[src/rtl/axi2apb_pkg.sv]
// Shared types, widths and small helpers for the AXI-to-APB control sequencer.
package axi2apb_pkg;

  localparam int APB_ADDR_W = 32;
  localparam int APB_DATA_W = 32;
  localparam int SLV_IDX_W  = 4;

  // APB phase sequencer states.
  typedef enum logic [1:0] {
    IDLE   = 2'd0,
    SETUP  = 2'd1,
    ACCESS = 2'd2,
    RESP   = 2'd3
  } apb_state_e;

  // Extract the slave index that the downstream mux decodes.
  function automatic logic [SLV_IDX_W-1:0] slv_index(
    input logic [APB_ADDR_W-1:0] addr,
    input int                    lsb
  );
    logic [APB_ADDR_W-1:0] shifted;
    shifted = addr >> lsb;
    return shifted[SLV_IDX_W-1:0];
  endfunction

  // Read data returned to the AXI side: only a successful read carries data.
  function automatic logic [APB_DATA_W-1:0] rsp_data_sel(
    input logic                  is_write,
    input logic                  slverr,
    input logic [APB_DATA_W-1:0] prdata
  );
    logic [APB_DATA_W-1:0] res;
    if (!is_write && !slverr) begin
      res = prdata;
    end else begin
      res = {APB_DATA_W{1'b0}};
    end
    return res;
  endfunction

endpackage

[src/rtl/axi2apb_timeout_cnt.sv]
// Saturating wait-state counter; flags expiry once it reaches limit-1.
// A limit of zero disables expiry entirely.
module axi2apb_timeout_cnt #(
  parameter int CNT_W = 16
) (
  input  logic             clk,
  input  logic             reset,
  input  logic             clear,
  input  logic             enable,
  input  logic [CNT_W-1:0] limit,
  output logic             expired
);

  localparam logic [CNT_W-1:0] CNT_MAX  = {CNT_W{1'b1}};
  localparam logic [CNT_W-1:0] CNT_ZERO = {CNT_W{1'b0}};
  localparam logic [CNT_W-1:0] CNT_ONE  = {{(CNT_W-1){1'b0}}, 1'b1};

  logic [CNT_W-1:0] cnt_q;
  logic [CNT_W-1:0] cnt_d;

  // Next count: clear wins, otherwise increment without wrapping.
  always_comb begin
    cnt_d = cnt_q;
    if (clear) begin
      cnt_d = CNT_ZERO;
    end else if (enable && (cnt_q != CNT_MAX)) begin
      cnt_d = cnt_q + CNT_ONE;
    end else begin
      cnt_d = cnt_q;
    end
  end

  // Count register with synchronous reset.
  always_ff @(posedge clk) begin
    if (reset) begin
      cnt_q <= CNT_ZERO;
    end else begin
      cnt_q <= cnt_d;
    end
  end

  // Greater-or-equal keeps the flag asserted even if the count saturates.
  assign expired = (limit != CNT_ZERO) && (cnt_q >= (limit - CNT_ONE));

endmodule

[src/rtl/axi2apb_ctrl_fsm.sv]
// APB master sequencer: accepts one command, runs SETUP/ACCESS towards the
// slave mux, returns a response, and aborts transfers stuck in wait states.
module axi2apb_ctrl_fsm
  import axi2apb_pkg::*;
#(
  parameter int SLV_SEL_LSB    = 12,
  parameter int TIMEOUT_CYCLES = 1024,
  parameter int CNT_W          = 16
) (
  input  logic                  clk,
  input  logic                  reset,
  input  logic                  cmd_valid,
  output logic                  cmd_ready,
  input  logic                  cmd_write,
  input  logic [APB_ADDR_W-1:0] cmd_addr,
  input  logic [APB_DATA_W-1:0] cmd_wdata,
  output logic                  rsp_valid,
  input  logic                  rsp_ready,
  output logic [APB_DATA_W-1:0] rsp_rdata,
  output logic                  rsp_err,
  output logic [APB_ADDR_W-1:0] paddr,
  output logic                  pwrite,
  output logic [APB_DATA_W-1:0] pwdata,
  output logic                  penable,
  output logic                  ctrl_psel,
  output logic [SLV_IDX_W-1:0]  ctrl_addr_mux,
  input  logic                  ctrl_pready,
  input  logic                  ctrl_pslverr,
  input  logic [APB_DATA_W-1:0] ctrl_prdata,
  output logic                  timeout_o
);

  localparam logic [CNT_W-1:0] TIMEOUT_LIM = CNT_W'(TIMEOUT_CYCLES);

  apb_state_e            state_q,     state_d;
  logic [APB_ADDR_W-1:0] paddr_q,     paddr_d;
  logic                  pwrite_q,    pwrite_d;
  logic [APB_DATA_W-1:0] pwdata_q,    pwdata_d;
  logic                  penable_q,   penable_d;
  logic                  psel_q,      psel_d;
  logic [SLV_IDX_W-1:0]  addr_mux_q,  addr_mux_d;
  logic                  rsp_valid_q, rsp_valid_d;
  logic [APB_DATA_W-1:0] rsp_rdata_q, rsp_rdata_d;
  logic                  rsp_err_q,   rsp_err_d;
  logic                  timeout_q,   timeout_d;

  logic cnt_clear_s;
  logic cnt_enable_s;
  logic cnt_expired_s;

  axi2apb_timeout_cnt #(
    .CNT_W(CNT_W)
  ) u_timeout_cnt (
    .clk    (clk),
    .reset  (reset),
    .clear  (cnt_clear_s),
    .enable (cnt_enable_s),
    .limit  (TIMEOUT_LIM),
    .expired(cnt_expired_s)
  );

  // Next-state and next-output computation for the APB phase sequencer.
  always_comb begin
    state_d      = state_q;
    paddr_d      = paddr_q;
    pwrite_d     = pwrite_q;
    pwdata_d     = pwdata_q;
    penable_d    = penable_q;
    psel_d       = psel_q;
    addr_mux_d   = addr_mux_q;
    rsp_valid_d  = rsp_valid_q;
    rsp_rdata_d  = rsp_rdata_q;
    rsp_err_d    = rsp_err_q;
    timeout_d    = 1'b0;
    cnt_clear_s  = 1'b0;
    cnt_enable_s = 1'b0;

    case (state_q)
      IDLE: begin
        if (cmd_valid) begin
          paddr_d     = cmd_addr;
          pwrite_d    = cmd_write;
          pwdata_d    = cmd_wdata;
          addr_mux_d  = slv_index(cmd_addr, SLV_SEL_LSB);
          psel_d      = 1'b1;
          penable_d   = 1'b0;
          cnt_clear_s = 1'b1;
          state_d     = SETUP;
        end else begin
          psel_d    = 1'b0;
          penable_d = 1'b0;
        end
      end

      SETUP: begin
        psel_d    = 1'b1;
        penable_d = 1'b1;
        state_d   = ACCESS;
      end

      ACCESS: begin
        // A ready slave takes priority over a timeout firing in the same cycle.
        if (ctrl_pready) begin
          rsp_err_d   = ctrl_pslverr;
          rsp_rdata_d = rsp_data_sel(pwrite_q, ctrl_pslverr, ctrl_prdata);
          rsp_valid_d = 1'b1;
          psel_d      = 1'b0;
          penable_d   = 1'b0;
          state_d     = RESP;
        end else if (cnt_expired_s) begin
          rsp_err_d   = 1'b1;
          rsp_rdata_d = {APB_DATA_W{1'b0}};
          rsp_valid_d = 1'b1;
          timeout_d   = 1'b1;
          psel_d      = 1'b0;
          penable_d   = 1'b0;
          state_d     = RESP;
        end else begin
          cnt_enable_s = 1'b1;
        end
      end

      RESP: begin
        if (rsp_ready) begin
          rsp_valid_d = 1'b0;
          state_d     = IDLE;
        end else begin
          rsp_valid_d = 1'b1;
        end
      end

      default: begin
        psel_d      = 1'b0;
        penable_d   = 1'b0;
        rsp_valid_d = 1'b0;
        state_d     = IDLE;
      end
    endcase
  end

  // State and registered outputs; reset has priority in every state.
  always_ff @(posedge clk) begin
    if (reset) begin
      state_q     <= IDLE;
      paddr_q     <= {APB_ADDR_W{1'b0}};
      pwrite_q    <= 1'b0;
      pwdata_q    <= {APB_DATA_W{1'b0}};
      penable_q   <= 1'b0;
      psel_q      <= 1'b0;
      addr_mux_q  <= {SLV_IDX_W{1'b0}};
      rsp_valid_q <= 1'b0;
      rsp_rdata_q <= {APB_DATA_W{1'b0}};
      rsp_err_q   <= 1'b0;
      timeout_q   <= 1'b0;
    end else begin
      state_q     <= state_d;
      paddr_q     <= paddr_d;
      pwrite_q    <= pwrite_d;
      pwdata_q    <= pwdata_d;
      penable_q   <= penable_d;
      psel_q      <= psel_d;
      addr_mux_q  <= addr_mux_d;
      rsp_valid_q <= rsp_valid_d;
      rsp_rdata_q <= rsp_rdata_d;
      rsp_err_q   <= rsp_err_d;
      timeout_q   <= timeout_d;
    end
  end

  // Ready is held low while reset is asserted even though the state is IDLE.
  assign cmd_ready     = (state_q == IDLE) && !reset;
  assign rsp_valid     = rsp_valid_q;
  assign rsp_rdata     = rsp_rdata_q;
  assign rsp_err       = rsp_err_q;
  assign paddr         = paddr_q;
  assign pwrite        = pwrite_q;
  assign pwdata        = pwdata_q;
  assign penable       = penable_q;
  assign ctrl_psel     = psel_q;
  assign ctrl_addr_mux = addr_mux_q;
  assign timeout_o     = timeout_q;

endmodule

[config.mk]
export PLATFORM = sky130hd
export DESIGN_NAME = axi2apb_ctrl_fsm
export DESIGN_NICKNAME = d
export VERILOG_FILES = /design/src/rtl/axi2apb_pkg.sv /design/src/rtl/axi2apb_timeout_cnt.sv /design/src/rtl/axi2apb_ctrl_fsm.sv
export SDC_FILE = /design/constraint.sdc
export NUM_CORES = 1
export LEC_CHECK = 0
export ABC_AREA = 1
export BUFFER_PORTS_ARGS = -buffer_cell sky130_fd_sc_hd__buf_2
export CAP_MARGIN = 20
export CELL_PAD_IN_SITES_DETAIL_PLACEMENT = 1
export CELL_PAD_IN_SITES_GLOBAL_PLACEMENT = 1
export CORE_MARGIN = 2
export CORE_UTILIZATION = 34
export DETAILED_ROUTE_END_ITERATION = 12
export PLACE_DENSITY = 0.91
export SLEW_MARGIN = 25
export SYNTH_ARGS = -nofsm -noshare
export SYNTH_HDL_FRONTEND = slang
export SYNTH_SLANG_ARGS = --single-unit
export TNS_END_PERCENT = 1
[constraint.sdc]
create_clock -name clk -period 4.1 [get_ports clk]
set_input_delay 1.025 -clock clk [delete_from_list [all_inputs] [get_ports clk]]
set_output_delay 1.025 -clock clk [all_outputs]
set_load 0.01 [all_outputs]
== After elaboration in Yosys (flattened, before gate mapping) ==
Index checks and enable logic that the tools add are counted.
Operators by class
  add/subtract/negate cells: 1
  magnitude comparators: 1
  equal/unequal tests: 7
  multiplexer cells: 23
  bitwise operators: 1
  reductions and logical operators: 17
Operator list (count)
  2-to-1 mux 32 bit: 3
  adder 16 x 1 -> 16 bit, second input constant: 1
  >= comparator 16 x 10 -> 1 bit, second input constant: 1
  != test 16 bit, second input constant: 1
  2-to-1 mux 1 bit: 12
  2-to-1 mux 2 bit: 4
  one-hot mux 2 bit (4 select lines): 1
  AND reduction 2 bit: 4
  one-hot mux 1 bit (3 select lines): 2
  equality test 2 bit, second input constant: 2
  != test 2 bit, second input constant: 2
  nonzero test 2 bit: 2
  logical AND 1 bit: 3
  zero test 1 bit: 3
  != test 3 bit, second input constant: 1
  AND reduction 3 bit: 1
  nonzero test 3 bit: 1
  OR reduction 3 bit: 1
  equality test 2 x 1 -> 1 bit, second input constant: 1
  zero test 2 bit: 1
  one-hot mux 1 bit (2 select lines): 1
  OR reduction 2 bit: 1
  NOT 1 bit: 1
Storage, ports and cells
  register bits after elaboration: 124
  input port bits: 103
  word-level logic and storage cells: 62

== Longest topological paths before layout ==
  depth in word-level cells: 5
  depth in mapped cells: 10

== Cells and area by module ==
Synthesis repeated with hierarchy kept, for this count alone.
Unflattened totals
  cells, all modules: 854
  area, all modules: 5880.6 µm²
By module, submodules not included
  axi2apb_ctrl_fsm: instances 1, cells each 591, area an instance 4207.8 µm²
  axi2apb_timeout_cnt: instances 1, cells each 263, area an instance 1672.9 µm²

== Worst setup path after synthesis ==
OpenSTA, ideal clock, no wires.
  path kind: input port to output port
  start: in reset
  end: out cmd_ready
  data arrival time: 1.565 ns
  data required time: 3.075 ns
  path slack: 1.510 ns
  cell stages on the path: 3
  buffers on the path: 2
  path through: buf_2 -> clkbuf_1 -> nor2_1
On the way
  cells in the longest elaborated chain, start to end: 2
Ends and longest elaborated chain
  from (decl): RTL line axi2apb_ctrl_fsm.sv:11  | input logic reset,
  zero test 1 bit: RTL line axi2apb_ctrl_fsm.sv:171  | assign cmd_ready = (state_q == IDLE) && !reset;
  logical AND 1 bit: RTL line axi2apb_ctrl_fsm.sv:171
  to (decl): RTL line axi2apb_ctrl_fsm.sv:13  | output logic cmd_ready,
No other way between the ends.

== Worst setup path in the final report ==
Same ends and word-level chain as after synthesis.

==> summary by stage <==
Run
Max-cap violations in this run came to 0.

Synth
The share of the yosys chip area belonging to registers is between 50% and 60%. Counting every net in the synthesized netlist gives 697. The count of distinct cell types in the synthesized netlist is 26.

The cell count after synthesis came out at 588. A synthesized cell averages 7.64 µm². The netlist area before placement is 0.00449 mm². For this run, the number of Yosys warnings is 0.

After synthesis the netlist holds a flip-flop and latch count of between 100 and 150.

STA
The count of endpoints failing setup in the final report is 0. The slew of the pin with the lowest slew margin is 667 ps. Summed over all failing endpoints, the final setup total negative slack is 0 ps. Dividing the final minimum period by the clock period gives approximately three fifths. The final-report max-slew violation count is 0. The worst pin sits at a relative slew slack of 55.6%. Final hold analysis gives a worst-case slack of 429 ps.

Setup repair after global routing left no endpoint under its margin. The post-route clock skew is just under 7 ps. The hold violation count in the final report is 0.

The minimum clock period after layout is 2530 ps. Derived from the worst setup path, the maximum achievable clock frequency is 395 MHz.

GRT
The global-route wire length before repair is approximately 22,000 µm. The number of antenna violations at the first check in global routing is 0. Entering global routing, the biggest net connects 72 pins. The global routing usage summed across all routing layers is 19.5%.

Global routing finished with a remaining overflow of 0. The number of global-route vias before repair was 4,489.

Worst setup path
For the worst setup path, the data required time is 3070 ps. The critical path startpoint category is an input port. The critical-path maximum fanout is 14.

The setup path with the least slack is of type input port to output port. The worst setup path is captured at an output port. Data on the critical path arrives at its endpoint at about 1500 ps.

Clock tree
After clock tree synthesis, the repair step resized 0 gates. The clock root buffer master is clkbuf_16. The CTS tree is done. Clock-pin slew was measured on the worst setup and hold paths at 50 ps.

No sink is reached through more buffers than the 2 on the longest clock path. TritonCTS created 17 clock buffers. Buffers inserted to repair hold after CTS numbered 0. Clock tree synthesis found a total of 120 sinks.

The H-tree was split into 4 levels. The buffer count from post-CTS setup fixing is 0. The clock network latency to the later pin of the worst-skew pair is 410 ps.

Die
The number of rows created at floorplan is 41. The number of I/O pins is 210. From left edge to right edge, the die measures 119 µm. The effective utilization at floorplan is 35.2%. In this run the standard cell core region covers 0.0128 mm². In this run the vertical extent of the chip is 119 µm. The total die area is 0.0141 mm².

Routing
The routed wire length per instance is ~14 µm. Summed over all layers, the routed wires come to 13,500 µm. The number of optimization iterations in the first detailed-route pass is 4. The number of nets with antenna violations after detailed routing is 0. The detailed-route vias per instance is around 4.6. The final route contains 4,461 vias. For this run, design rule violations remaining after detail routing come to 0. For this block, the initial DRC count from the detailed router was between 200 and 250.

Cells and area
Compared with the post-synthesis result, the final layout area differs by 37.0%. Of the cells placed in the final design, the portion with a size suffix greater than 1 is 32.2%. 0 antenna diodes ended up in the layout. The area of combinational cells with multiple inputs is 0.00182 mm². Summing all flip-flop and latch instances after layout gives around 0.0024 mm². Leaving out fill and tap cells, the most frequent cells in the layout are buf_2, nor2_1, dfxtp_1. After the last flow step, the layout net total stands at 891. The final core area utilization is 48.2%. The finished cells cover 0.00615 mm². The library cell used most frequently in the layout, excluding fill and tap cells, is buf_2. Fill cells in the final layout number 1,693.

Worst hold path
The min-delay analysis places its worst path in the category register to register.

Placed design
The count of input and output buffers is 209. Detailed placement ended at an HPWL of 9230 µm. The placed instances occupy a cell area of ~0.0056 mm². The routability-driven placement congestion ratio is between 0.7 and 0.8.

Power and ir drop
In this run the power density over the cells is 637 mW/mm². Summed over all cells, the static leakage comes to 2.91 nW. The peak supply drop is 328 µV.

Run status
The flow ran to the end, and the final reports show no timing, DRC or antenna violations.
-- area by class of cell --
type | count | share of cell area [%]
flip-flops and latches | 120 | 39.0
multi-input cells | 407 | 29.6
repair buffers | 213 | 17.5
clock buffers | 22 | 7.71
well taps | 172 | 3.50
inverters | 23 | 1.44
clock inverters | 9 | 1.22
-- synth_stat cells, drive strengths merged --
cell type    n  share of area [%]
a21oi       47                5.6
buf         20                2.7
clkbuf      18                1.5
clkinv       2               0.17
dfxtp      120                 53
ha           6                1.7
inv         21                1.8
mux2i        1               0.22
nand2      115                9.7
nand3        8                1.1
nand3b       2               0.33
nand4        1               0.14
nor2       155                 13
o21ai       65                7.2
o22ai        1               0.14
xnor2        3               0.59
xor2         3               0.59
-- flip-flops by register name, indices dropped and copies added, names as in the netlist --
register             cells
ctrl_psel                1
paddr                   32
penable                  1
pwdata                  32
pwrite                   1
rsp_err                  1
rsp_rdata               32
rsp_valid                1
state_q                  2
timeout_o                1
u_timeout_cnt.cnt_q     16
-- worst max-delay path, cell delays in order --
cell and delay, ps:
buf_2 240, nor2_1 90, buf_2 150
-- final timing paths --
check	start	endpoint	slack, ps	cells after the start
max	reset	cmd_ready	1570	3
min	u_timeout_cnt.cnt_q[12]$_SDFFE_PP0P_	u_timeout_cnt.cnt_q[12]$_SDFFE_PP0P_	430	2
max reg2reg	state_q[0]$_SDFFE_PP0P_	u_timeout_cnt.cnt_q[4]$_SDFFE_PP0P_	1750	6
min reg2reg	u_timeout_cnt.cnt_q[12]$_SDFFE_PP0P_	u_timeout_cnt.cnt_q[12]$_SDFFE_PP0P_	430	2
-- power breakdown --
group / leakage, nW / total, mW / internal (mW) / switching, mW
registers: 0.982 / 1.51 / 1.39 / 0.119
clock network: 0.271 / 1.37 / 0.869 / 0.504
logic: 1.66 / 1.04 / 0.383 / 0.660
-- logic make-up after synthesis --
group,share of synthesized area [%]
compound gates,13.0
xor+xnor,1.17
fa+ha+maj,1.67
buf+inv,6.10
flops,53.5
mux,0.223
simple gates,24.4
-- metrics by stage --
stage,setup WS [ps],std cells,power (mW)
floorplan,1510,588,2.17
global placement,1470,935,2.54
detailed placement,1320,935,2.58
CTS,1560,966,3.98
global route,1510,966,4.17
finish,1570,966,3.92
-- metal layers --
layer / GRT usage, % / vias to the layer above / part of all wire [%]
li1: - / 2236 / -
met4: 7.07 / 0 / 1.8
met2: 33.7 / 155 / 49
met3: 6.99 / 24 / 7.0
met1: 22.0 / 2046 / 42
met5: 0 / - / 0
Power figures use the tool's default switching activity.
